File: src/rtl/i2c_audio_pkg.sv
// Shared types and constants for the write-only I2C codec-configuration responder.
// Holds the protocol FSM states, the slave address and the codec register-file power-on table.
package i2c_audio_pkg;

    localparam logic [6:0] DEV_ADDR_DEFAULT = 7'h1A;
    localparam logic [6:0] CODEC_RESET_REG  = 7'h0F;
    localparam int         NUM_REGS         = 16;

    typedef enum logic [3:0] {
        ST_IDLE,
        ST_ADDR,
        ST_ACK_A,
        ST_BYTE1,
        ST_ACK_1,
        ST_BYTE2,
        ST_ACK_2,
        ST_DONE,
        ST_IGNORE
    } state_e;

    localparam logic [8:0] REG_DEFAULTS [NUM_REGS] = '{
        9'h097, 9'h097, 9'h079, 9'h079, 9'h00A, 9'h008, 9'h09F, 9'h00A,
        9'h000, 9'h000, 9'h000, 9'h000, 9'h000, 9'h000, 9'h000, 9'h000
    };

    // Every ACK slot hands over to the state that receives the next byte.
    function automatic state_e ack_next_state(input state_e st);
        case (st)
            ST_ACK_A: return ST_BYTE1;
            ST_ACK_1: return ST_BYTE2;
            ST_ACK_2: return ST_DONE;
            default:  return ST_IDLE;
        endcase
    endfunction

endpackage

File: src/rtl/i2c_bus_sync_edge.sv
// Brings the raw SCL/SDA pads into the clk domain and turns them into single-cycle
// SCL rise/fall, START and STOP events (pad-to-event latency SYNC_STAGES+1 cycles).
module i2c_bus_sync_edge #(
    parameter int SYNC_STAGES = 2
) (
    input  logic clk,
    input  logic reset,
    input  logic scl_i,
    input  logic sda_i,
    output logic sda_o,
    output logic scl_rise_o,
    output logic scl_fall_o,
    output logic start_o,
    output logic stop_o
);

    logic [SYNC_STAGES-1:0] scl_sync_q;
    logic [SYNC_STAGES-1:0] sda_sync_q;
    logic                   scl_prev_q;
    logic                   sda_prev_q;
    logic                   scl_s;
    logic                   sda_s;

    // Chains reset to the idle-bus level so releasing reset cannot fake a START.
    // NOTE: sequential state uses non-blocking assignments so every flop samples pre-edge values.
    always_ff @(posedge clk) begin
        if (reset) begin
            scl_sync_q <= '1;
            sda_sync_q <= '1;
            scl_prev_q <= 1'b1;
            sda_prev_q <= 1'b1;
        end else begin
            scl_sync_q <= {scl_sync_q[SYNC_STAGES-2:0], scl_i};
            sda_sync_q <= {sda_sync_q[SYNC_STAGES-2:0], sda_i};
            scl_prev_q <= scl_s;
            sda_prev_q <= sda_s;
        end
    end

    assign scl_s = scl_sync_q[SYNC_STAGES-1];
    assign sda_s = sda_sync_q[SYNC_STAGES-1];

    assign sda_o      = sda_s;
    assign scl_rise_o = scl_s & ~scl_prev_q;
    assign scl_fall_o = ~scl_s & scl_prev_q;
    assign start_o    = scl_s & scl_prev_q & sda_prev_q & ~sda_s;
    assign stop_o     = scl_s & scl_prev_q & ~sda_prev_q & sda_s;

endmodule

File: src/rtl/i2c_audio_slave.sv
// Write-only I2C codec stand-in: decodes {dev+W, reg[6:0]&d8, data[7:0]} writes,
// ACKs them and commits 9-bit values into a 16-entry register file.
module i2c_audio_slave
    import i2c_audio_pkg::*;
#(
    parameter logic [6:0] DEV_ADDR    = DEV_ADDR_DEFAULT,
    parameter int         SYNC_STAGES = 2
) (
    input  logic       clk,
    input  logic       reset,
    input  logic       scl_i,
    input  logic       sda_i,
    output logic       sda_oe,
    output logic       wr_valid,
    output logic [6:0] wr_addr,
    output logic [8:0] wr_data,
    input  logic [3:0] rd_addr,
    output logic [8:0] rd_data,
    output logic       busy,
    output logic       err
);

    logic sda_s;
    logic scl_rise;
    logic scl_fall;
    logic start_ev;
    logic stop_ev;

    i2c_bus_sync_edge #(
        .SYNC_STAGES (SYNC_STAGES)
    ) u_sync (
        .clk        (clk),
        .reset      (reset),
        .scl_i      (scl_i),
        .sda_i      (sda_i),
        .sda_o      (sda_s),
        .scl_rise_o (scl_rise),
        .scl_fall_o (scl_fall),
        .start_o    (start_ev),
        .stop_o     (stop_ev)
    );

    state_e      state_q,    state_d;
    logic [2:0]  bit_cnt_q,  bit_cnt_d;
    logic [6:0]  shift_q,    shift_d;
    logic        oe_q,       oe_d;
    logic [6:0]  reg_addr_q, reg_addr_d;
    logic        d8_q,       d8_d;
    logic        wr_valid_q, wr_valid_d;
    logic [6:0]  wr_addr_q,  wr_addr_d;
    logic [8:0]  wr_data_q,  wr_data_d;
    logic        err_q,      err_d;
    logic [8:0]  regs_q [NUM_REGS];

    logic [7:0]  byte_in;
    logic        byte_done;
    logic        partial;

    assign byte_in   = {shift_q, sda_s};
    assign byte_done = scl_rise && (bit_cnt_q == 3'd7);
    // Anything between START and the commit is an unfinished write.
    assign partial   = state_q inside {ST_ADDR, ST_ACK_A, ST_BYTE1, ST_ACK_1, ST_BYTE2};

    // NOTE: every always_comb output gets a default first, otherwise untaken branches infer latches.
    always_comb begin
        state_d    = state_q;
        bit_cnt_d  = bit_cnt_q;
        shift_d    = shift_q;
        oe_d       = oe_q;
        reg_addr_d = reg_addr_q;
        d8_d       = d8_q;
        wr_valid_d = 1'b0;
        wr_addr_d  = wr_addr_q;
        wr_data_d  = wr_data_q;
        err_d      = err_q;

        if (stop_ev) begin
            state_d   = ST_IDLE;
            bit_cnt_d = 3'd0;
            oe_d      = 1'b0;
            if (partial) err_d = 1'b1;
        end else if (start_ev) begin
            state_d   = ST_ADDR;
            bit_cnt_d = 3'd0;
            oe_d      = 1'b0;
            if (partial) err_d = 1'b1;
        end else begin
            case (state_q)
                ST_ADDR, ST_BYTE1, ST_BYTE2, ST_DONE: begin
                    if (scl_rise) begin
                        shift_d   = byte_in[6:0];
                        bit_cnt_d = bit_cnt_q + 3'd1;
                    end
                    if (byte_done) begin
                        case (state_q)
                            ST_ADDR: begin
                                if (byte_in[7:1] == DEV_ADDR && !byte_in[0]) begin
                                    state_d = ST_ACK_A;
                                end else begin
                                    state_d = ST_IGNORE;
                                    err_d   = 1'b1;
                                end
                            end
                            ST_BYTE1: begin
                                reg_addr_d = byte_in[7:1];
                                d8_d       = byte_in[0];
                                state_d    = ST_ACK_1;
                            end
                            ST_BYTE2: begin
                                wr_valid_d = 1'b1;
                                wr_addr_d  = reg_addr_q;
                                wr_data_d  = {d8_q, byte_in};
                                state_d    = ST_ACK_2;
                            end
                            default: begin
                                state_d = ST_IGNORE;
                                err_d   = 1'b1;
                            end
                        endcase
                    end
                end
                // First SCL fall (end of bit 8) pulls SDA, second (end of ACK bit) releases it.
                ST_ACK_A, ST_ACK_1, ST_ACK_2: begin
                    if (scl_fall) begin
                        if (!oe_q) begin
                            oe_d = 1'b1;
                        end else begin
                            oe_d    = 1'b0;
                            state_d = ack_next_state(state_q);
                        end
                    end
                end
                ST_IGNORE: oe_d = 1'b0;
                default: ;
            endcase
        end
    end

    always_ff @(posedge clk) begin
        if (reset) begin
            state_q    <= ST_IDLE;
            bit_cnt_q  <= 3'd0;
            shift_q    <= 7'd0;
            oe_q       <= 1'b0;
            reg_addr_q <= 7'd0;
            d8_q       <= 1'b0;
            wr_valid_q <= 1'b0;
            wr_addr_q  <= 7'd0;
            wr_data_q  <= 9'd0;
            err_q      <= 1'b0;
        end else begin
            state_q    <= state_d;
            bit_cnt_q  <= bit_cnt_d;
            shift_q    <= shift_d;
            oe_q       <= oe_d;
            reg_addr_q <= reg_addr_d;
            d8_q       <= d8_d;
            wr_valid_q <= wr_valid_d;
            wr_addr_q  <= wr_addr_d;
            wr_data_q  <= wr_data_d;
            err_q      <= err_d;
        end
    end

    // NOTE: the register file is reset on purpose -- the datapath needs the codec defaults, not X.
    always_ff @(posedge clk) begin
        if (reset) begin
            for (int i = 0; i < NUM_REGS; i++) regs_q[i] <= REG_DEFAULTS[i];
        end else if (wr_valid_d) begin
            if (wr_addr_d == CODEC_RESET_REG) begin
                for (int i = 0; i < NUM_REGS; i++) regs_q[i] <= REG_DEFAULTS[i];
            end else if (wr_addr_d[6:4] == 3'd0) begin
                regs_q[wr_addr_d[3:0]] <= wr_data_d;
            end
        end
    end

    assign sda_oe   = oe_q;
    assign wr_valid = wr_valid_q;
    assign wr_addr  = wr_addr_q;
    assign wr_data  = wr_data_q;
    assign rd_data  = regs_q[rd_addr];
    assign busy     = (state_q != ST_IDLE);
    assign err      = err_q;

endmodule

File: config.mk
export PLATFORM = sky130hd
export DESIGN_NAME = i2c_audio_slave
export DESIGN_NICKNAME = d
export VERILOG_FILES = /design/src/rtl/i2c_audio_pkg.sv /design/src/rtl/i2c_bus_sync_edge.sv /design/src/rtl/i2c_audio_slave.sv
export SDC_FILE = /design/constraint.sdc
export NUM_CORES = 1
export LEC_CHECK = 0
export ABC_AREA = 1
export CORE_UTILIZATION = 55
export CTS_BUF_LIST = sky130_fd_sc_hd__clkbuf_8 sky130_fd_sc_hd__clkbuf_16
export CTS_CLUSTER_DIAMETER = 60
export CTS_CLUSTER_SIZE = 25
export DETAILED_ROUTE_END_ITERATION = 10
export PLACE_DENSITY_LB_ADDON = 0.3
export SLEW_MARGIN = 20
export SYNTH_ARGS = -nofsm -noshare
export SYNTH_HDL_FRONTEND = slang
export SYNTH_SLANG_ARGS = --single-unit
File: constraint.sdc
create_clock -name clk -period 3.5 [get_ports clk]
set_clock_uncertainty 0.1 [all_clocks]
set_input_delay 0.35 -clock clk [delete_from_list [all_inputs] [get_ports clk]]
set_output_delay 0.35 -clock clk [all_outputs]
set_load 0.01 [all_outputs]
==> results.yml, run 1 <==
synthesis:
  synthXorXnorAreaFrac: 0.00103
  synth_seq_cells: 191
  yosysWarnings: 0
  avgSynthCellArea_um2: 9.67
  synth.area.mux_share: 0.00707
  synth_top_family_by_area: "simple AND/OR/NAND/NOR gates"
  syn_inst: 878
  synth_fa_ha_area_frac: 0.00295
  synth_edf_count: 144
  ys.flop_type: "edfxtp_1"
  synth_area_um2: 8490
  yosysUniqueCellTypes: 39
  synthArstFlopShare: 0
  synth_compound_area_frac: 0.106
  seq_area_frac_synth: 0.620
  synthSimpleGateAreaFrac: 0.220
sta:
  setup_violations: 0
  fin_crit_ns: 3.17
  layout_setup_ws_ns: 0.329
  period_share: 0.906
  fmaxAchievable_mhz: 315
  drv_slew: 0
  rsz0062_at_grt: "no"
  setup-tns-final_ns: 0
  tightestPinTransition_ns: 0.729
  slew_headroom: 0.512
  hold-worst-slack_ns: 0.312
  finalHoldViolations: 0
global_route:
  grt_usage: 0.264
  use_met1: 0.361
  grt-busiest-layer: "met2"
  antenna_found_initial: 0
  overflow: 0
  grt_max_degree: 73
  grt_pass1_wl_um: 31300
  first_global_vias: 5967
  met2_usage: 0.409
  met3_usage: 0.0518
cells_and_area:
  fin_cells: 1113
  fill_cells: 1198
  syn_to_final_growth_pct: 13.3
  drive_gt1_frac: 0.0865
  seq_area_um2: 5270
  fin_nets: 922
  stdcell_area_um2: 9630
  antenna_cells: 0
  multi_input_area_um2: 2910
drt:
  vias_per_cell: 5.73
  dr.pass1.iters: 6
  ant_nets: 0
  wl_per_cell_um: 17.8
  drcViolationCount: 0
  routed_wl_um: 19800
  drtIter0Drc: 1017
  dr_total_vias: 6380
floorplanning:
  ios: 37
  rows: 45
  initial_core_util: 0.561
  dieWidth_um: 126
  core_area_um2: 15100
  die_y_um: 126
  die_area_um2: 15900
placement:
  dp_slack_ns: 0.0400
  place_congestion: 0.850
  placed_area_um2: 9050
  hpwl_um: 13000
  dp_cells: 1081
  portBuffers: 36
critical_path:
  startpoint: "bit_cnt_q[0]$_SDFFE_PP0P_"
  critical_path.top_delay_family: "simple AND/OR/NAND/NOR gates"
  crit_arrival_ns: 3.17
  cp-end-kind: "flip-flop"
  required_ns: 3.50
  cpMaxStageDelayCell: "nor2_8"
  endpoint: "regs_q[11][6]$_SDFFCE_PN0P_"
  slowest_delay_ns: 0.43
  path_max_fanout: 18
  cp-start-kind: "flip-flop"
  r2r-end: "regs_q[11][6]$_SDFFCE_PN0P_"
  reg2regPathDepth: 10
  r2r_start: "bit_cnt_q[0]$_SDFFE_PP0P_"
  timing.reg2reg.setup_slack_ns: 0.33
  worst-path-buf-inv: 1
  cp_num_cells: 10
  path_class: "flip-flop to flip-flop"
  cp_cell_sequence: "ha_1 > ha_1 > nand3_1 > inv_1 > nand2_4 > nor2_1 > nand2_1 > nor2_8 > nand3b_2 > nand2_1"
pwr:
  p_leak_nw: 3.40
  p_switching_mw: 1.06
  p_comb_frac: 0.058
  swShare: 0.229
  p_int_mw: 3.59
  max-vdd-ir-drop_uv: 373
  pwr-share-seq: 0.547
  p_clk_frac: 0.395
  p_per_area_nw_per_um2: 484
min_path:
  hold_class: "flip-flop to flip-flop"
clock_tree:
  worstSkewPairLatency_ns: 0.43
  path_clk_slew_ns: 0.07
  numCtsBuffers: 17
  htreeDepth: 4
  root_buffer: "clkbuf_16"
  clock-sinks: 191
  ctsHoldBuffers: 0
  cts_buffer_depth: 2
  cts_tree: "yes"
run:
  maxCapViolCount: 0
status:
  status: "finished, final reports clean"
-- worst reg2reg max path, delay by kind of cell (launching register included) --
family | cells | cell delay (ns)
AND/OR/NAND/NOR | 7 | 1.79
flip-flops | 1 | 0.35
buffers and inverters | 1 | 0.31
adder cells (fa/ha/maj) | 2 | 0.28
-- synthesized netlist by cell type, types with 2 or more instances --
| cell type | n | area share |
|---|---|---|
| nor2_1 | 264 | 0.12 |
| edfxtp_1 | 144 | 0.51 |
| nand2_1 | 108 | 0.048 |
| o21ai_0 | 100 | 0.059 |
| dfxtp_1 | 47 | 0.11 |
| inv_1 | 36 | 0.016 |
| o211ai_1 | 36 | 0.032 |
| clkbuf_1 | 34 | 0.015 |
| nand3_1 | 21 | 0.012 |
| a21oi_1 | 17 | 0.010 |
| buf_2 | 7 | 0.0041 |
| mux2i_1 | 6 | 0.0071 |
| nand3_2 | 6 | 0.0071 |
| nand3b_1 | 6 | 0.0053 |
| nand3_4 | 5 | 0.010 |
| or2_2 | 5 | 0.0037 |
| nor3_1 | 4 | 0.0024 |
| buf_4 | 3 | 0.0027 |
| nand3b_2 | 3 | 0.0040 |
| o21ai_1 | 3 | 0.0018 |
| ha_1 | 2 | 0.0029 |
| nand2_2 | 2 | 0.0015 |
| nor2_4 | 2 | 0.0027 |
| nor4_1 | 2 | 0.0015 |
-- metal layers --
| metal | part of all wire | vias to the layer above |
|---|---|---|
| met5 | 0 | - |
| met4 | 0.032 | 0 |
| met3 | 0.084 | 50 |
| met2 | 0.46 | 310 |
| met1 | 0.42 | 2973 |
| li1 | - | 3047 |
-- worst min-delay path by stage --
stage                                      end  cells after the start                            start
2_1_floorplan  u_sync.scl_sync_q[1]$_SDFF_PP1_                      1  u_sync.scl_sync_q[0]$_SDFF_PP1_
3_3_place_gp   u_sync.scl_sync_q[1]$_SDFF_PP1_                      1  u_sync.scl_sync_q[0]$_SDFF_PP1_
3_5_place_dp   u_sync.sda_sync_q[1]$_SDFF_PP1_                      1  u_sync.sda_sync_q[0]$_SDFF_PP1_
4_1_cts        u_sync.sda_sync_q[1]$_SDFF_PP1_                      1  u_sync.sda_sync_q[0]$_SDFF_PP1_
5_1_grt        u_sync.scl_sync_q[1]$_SDFF_PP1_                      1  u_sync.scl_sync_q[0]$_SDFF_PP1_
6_report       u_sync.sda_sync_q[1]$_SDFF_PP1_                      1  u_sync.sda_sync_q[0]$_SDFF_PP1_
-- cell type report --
class                   instances  share of cell area
repair buffers                 54              0.0530
inverters                      38              0.0148
clock inverters                12              0.0101
clock buffers                  20              0.0485
flip-flops and latches        191               0.547
multi-input cells             610               0.302
well taps                     188              0.0244
-- layout by cell type, fill, tap and decap left out, drive strengths merged --
cell,instances
nand2,111
conb,9
nand3b,9
nor4,2
nor3,4
a21oi,18
inv,45
clkbuf,20
or2,5
clkinv,5
buf,20
o21ai,103
nor2,268
edfxtp,144
clkdlybuf4s50,34
o211a,1
ha,2
o211ai,36
nand4,1
xnor2,1
o31ai,1
mux2i,6
o22ai,1
nand3,32
dfxtp,47
-- metrics by stage --
stage	utilization	power, mW
after floorplan	-	2.75
after global placement	0.598	2.86
after detailed placement	0.598	2.86
after CTS	0.635	4.66
after global routing	0.636	4.78
final	0.636	4.66
-- cells by family (layout without fill, tap and decap cells) --
family                     after synthesis  count (layout)
AOI/OAI and AO/OA                      160             160
xor gates and xnor gates                 1               1
adders and majority gates                2               2
buffers and inverters                   85             124
DFF                                    191             191
muxes                                    6               6
other                                    1               9
and+or+nand+nor                        432             432
-- registers in the layout (all words and copies together) (netlist names), 2 cells and up --
name and count:
shift_q 7, reg_addr_q 7, bit_cnt_q 3, u_sync.scl_sync_q 2, u_sync.sda_sync_q 2, state_q 4, wr_addr 7, regs_q 144
wr_data 9
-- power groups by stage --
stage	sequential, mW	clock, mW	combinational [mW]
floorplan	2.58	0	0.169
global placement	2.59	0	0.264
detailed placement	2.60	0	0.267
CTS	2.55	1.85	0.269
global route	2.55	1.93	0.300
finish	2.55	1.84	0.270
-- what timing repair did --
item | CTS | global route
setup buffers | 0 | 0
setup endpoints to repair | 0 | 144
resized for setup | 0 | 1
(Power assumes the default switching activity.)
==> run 2: changes to the inputs <==
--- a/config.mk
+++ b/config.mk
@@ -12,5 +12,7 @@
 export CTS_CLUSTER_SIZE = 25
 export DETAILED_ROUTE_END_ITERATION = 10
+export MAX_ROUTING_LAYER = met4
 export PLACE_DENSITY_LB_ADDON = 0.3
+export RECOVER_POWER = 25
 export SLEW_MARGIN = 20
 export SYNTH_ARGS = -nofsm -noshare
==> constraint.sdc (replaced) <==
create_clock -name clk -period 3.5 [get_ports clk]
set_clock_uncertainty 0.1 [all_clocks]
set_input_delay 0.35 -clock clk [delete_from_list [all_inputs] [get_ports clk]]
set_output_delay 0.35 -clock clk [all_outputs]
set_load 0.005 [all_outputs]
==> run 2 against run 1 <==
Final cell count about the same. Flip-flop and latch count unchanged. Count of clock-buffer cells in the layout is 2 higher. Routed wire length increased by 2.0%. Via count is 0.24% lower. Die area unchanged. Critical path depth fell by 1. Critical path type unchanged.
==> results.yml, run 2 (synthesis gave the netlist of run 1 again) <==
clock_tree:
  ctsHoldBuffers: 0
  numCtsBuffers: 17
  cts_buffer_depth: 2
  path_clk_slew_ns: 0.07
  worstSkewPairLatency_ns: 0.44
  cts-resized-gates: 0
  clock-sinks: 191
  root_buffer: "clkbuf_16"
  cts_tree: "yes"
  post_cts_buffers: 0
  htreeDepth: 4
critical_path:
  cp_cell_sequence: "nand2_1 > nor2_4 > nand2_4 > inv_1 > clkbuf_1 > nand2_1 > o21ai_0 > clkbuf_1 > nor2_1"
  required_ns: 3.54
  crit_arrival_ns: 3.13
  cp-end-kind: "flip-flop"
  path_class: "flip-flop to flip-flop"
  cpMaxStageDelayCell: "clkbuf_1"
  critical_path.top_delay_family: "buffers and inverters"
  cp-start-kind: "flip-flop"
  slowest_delay_ns: 0.84
  worst-path-buf-inv: 3
  path_max_fanout: 18
floorplanning:
  rows: 45
  core_area_um2: 15100
  die_y_um: 126
  initial_core_util: 0.561
  ios: 37
  die_area_um2: 15900
  dieWidth_um: 126
drt:
  ant_nets: 0
  dr.pass1.iters: 5
  wl_per_cell_um: 18.1
  vias_per_cell: 5.71
  drcViolationCount: 0
  drtIter0Drc: 737
  dr_total_vias: 6365
  routed_wl_um: 20200
placement:
  portBuffers: 36
  placed_area_um2: 9070
  hpwl_um: 13000
  place_congestion: 0.849
  dp_cells: 1081
pwr:
  p_leak_nw: 3.49
  max-vdd-ir-drop_uv: 334
  p_comb_frac: 0.056
  p_int_mw: 3.73
  p_per_area_nw_per_um2: 492
  pwr-share-seq: 0.537
  p_switching_mw: 1.02
  swShare: 0.215
  p_clk_frac: 0.407
cells_and_area:
  fin_cells: 1114
  stdcell_area_um2: 9650
  layout_common_cells: "nor2_1, edfxtp_1, nand2_1, o21ai_0, dfxtp_1"
  largest-register: "regs_q"
  largest_reg_flops: 144
  final_common_cell: "nor2_1"
  fin_nets: 922
  fill_cells: 1222
  syn_to_final_growth_pct: 13.6
  drive_gt1_frac: 0.0778
sta:
  tightestPinTransition_ns: 1.14
  setup_violations: 0
  setup-tns-final_ns: 0
  rsz0062_at_grt: "no"
  slew_headroom: 0.241
  finalHoldViolations: 0
  period_share: 0.883
  drv_slew: 0
  fin_crit_ns: 3.09
  fmaxAchievable_mhz: 324
global_route:
  use_met1: 0.364
  grt_usage: 0.278
  grt_max_degree: 73
  met2_usage: 0.419
  first_global_vias: 5973
  grt-busiest-layer: "met2"
  grt_pass1_wl_um: 31700
  met3_usage: 0.0603
  antenna_found_initial: 1
  overflow: 0
min_path:
  hold_class: "flip-flop to flip-flop"
status:
  status: "finished, final reports clean"
run:
  maxCapViolCount: 0
-- run 2: cell count changes in the layout (fill, tap and decap cells not counted), moves of 5 or more --
cell | previous run | this run
dlygate4sd3_1 | 0 | 21
inv_6 | 5 | 0
clkdlybuf4s50_1 | 34 | 13
buf_4 | 16 | 8
clkbuf_1 | 0 | 5
-- run 2: per-layer routing --
metal | up-vias | part of all wire
met1 | 2983 | 0.42
met2 | 294 | 0.47
li1 | 3043 | -
met3 | 45 | 0.081
met4 | 0 | 0.030
met5 | - | 0
-- run 2: power groups by stage --
| stage | clock network (mW) | registers (mW) | logic [mW] |
|---|---|---|---|
| after floorplan | 0 | 2.58 | 0.164 |
| final | 1.93 | 2.55 | 0.266 |
| after global routing | 2.03 | 2.55 | 0.293 |
| after CTS | 1.94 | 2.55 | 0.266 |
| after detailed placement | 0 | 2.60 | 0.264 |
| after global placement | 0 | 2.59 | 0.260 |
-- run 2: worst paths after layout --
| check | cells after the start | slack (ns) | from | end |
|---|---|---|---|---|
| worst max-delay path | 9 | 0.41 | state_q[2]$_SDFFE_PP0P_ | regs_q[2][2]$_SDFFCE_PN0P_ |
| worst min-delay path | 1 | 0.31 | u_sync.scl_sync_q[0]$_SDFF_PP1_ | u_sync.scl_sync_q[1]$_SDFF_PP1_ |
| worst max register to register | 9 | 0.41 | state_q[2]$_SDFFE_PP0P_ | regs_q[2][2]$_SDFFCE_PN0P_ |
| worst min register to register | 1 | 0.31 | u_sync.scl_sync_q[0]$_SDFF_PP1_ | u_sync.scl_sync_q[1]$_SDFF_PP1_ |
-- run 2: area by class of cell --
class	instances	area [um^2]	area share
Antenna cell	1	2.50	0.000259
Clock buffer	22	517	0.0536
Clock inverter	10	80.1	0.00830
Inverter	38	143	0.0148
Multi-Input combinational cell	610	2910	0.301
Sequential cell	191	5270	0.546
Tap cell	188	235	0.0244
Timing Repair Buffer	54	499	0.0517
-- run 2: stage by stage --
step                setup slack (ns)  hold slack, ns  total power, mW  utilization
floorplan                       1.05           0.289             2.75            -
global placement               0.284           0.293             2.85        0.599
detailed placement             0.168           0.298             2.86        0.599
CTS                            0.144           0.313             4.76        0.638
global route                   0.180           0.334             4.87        0.637
finish                         0.410           0.309             4.74        0.637
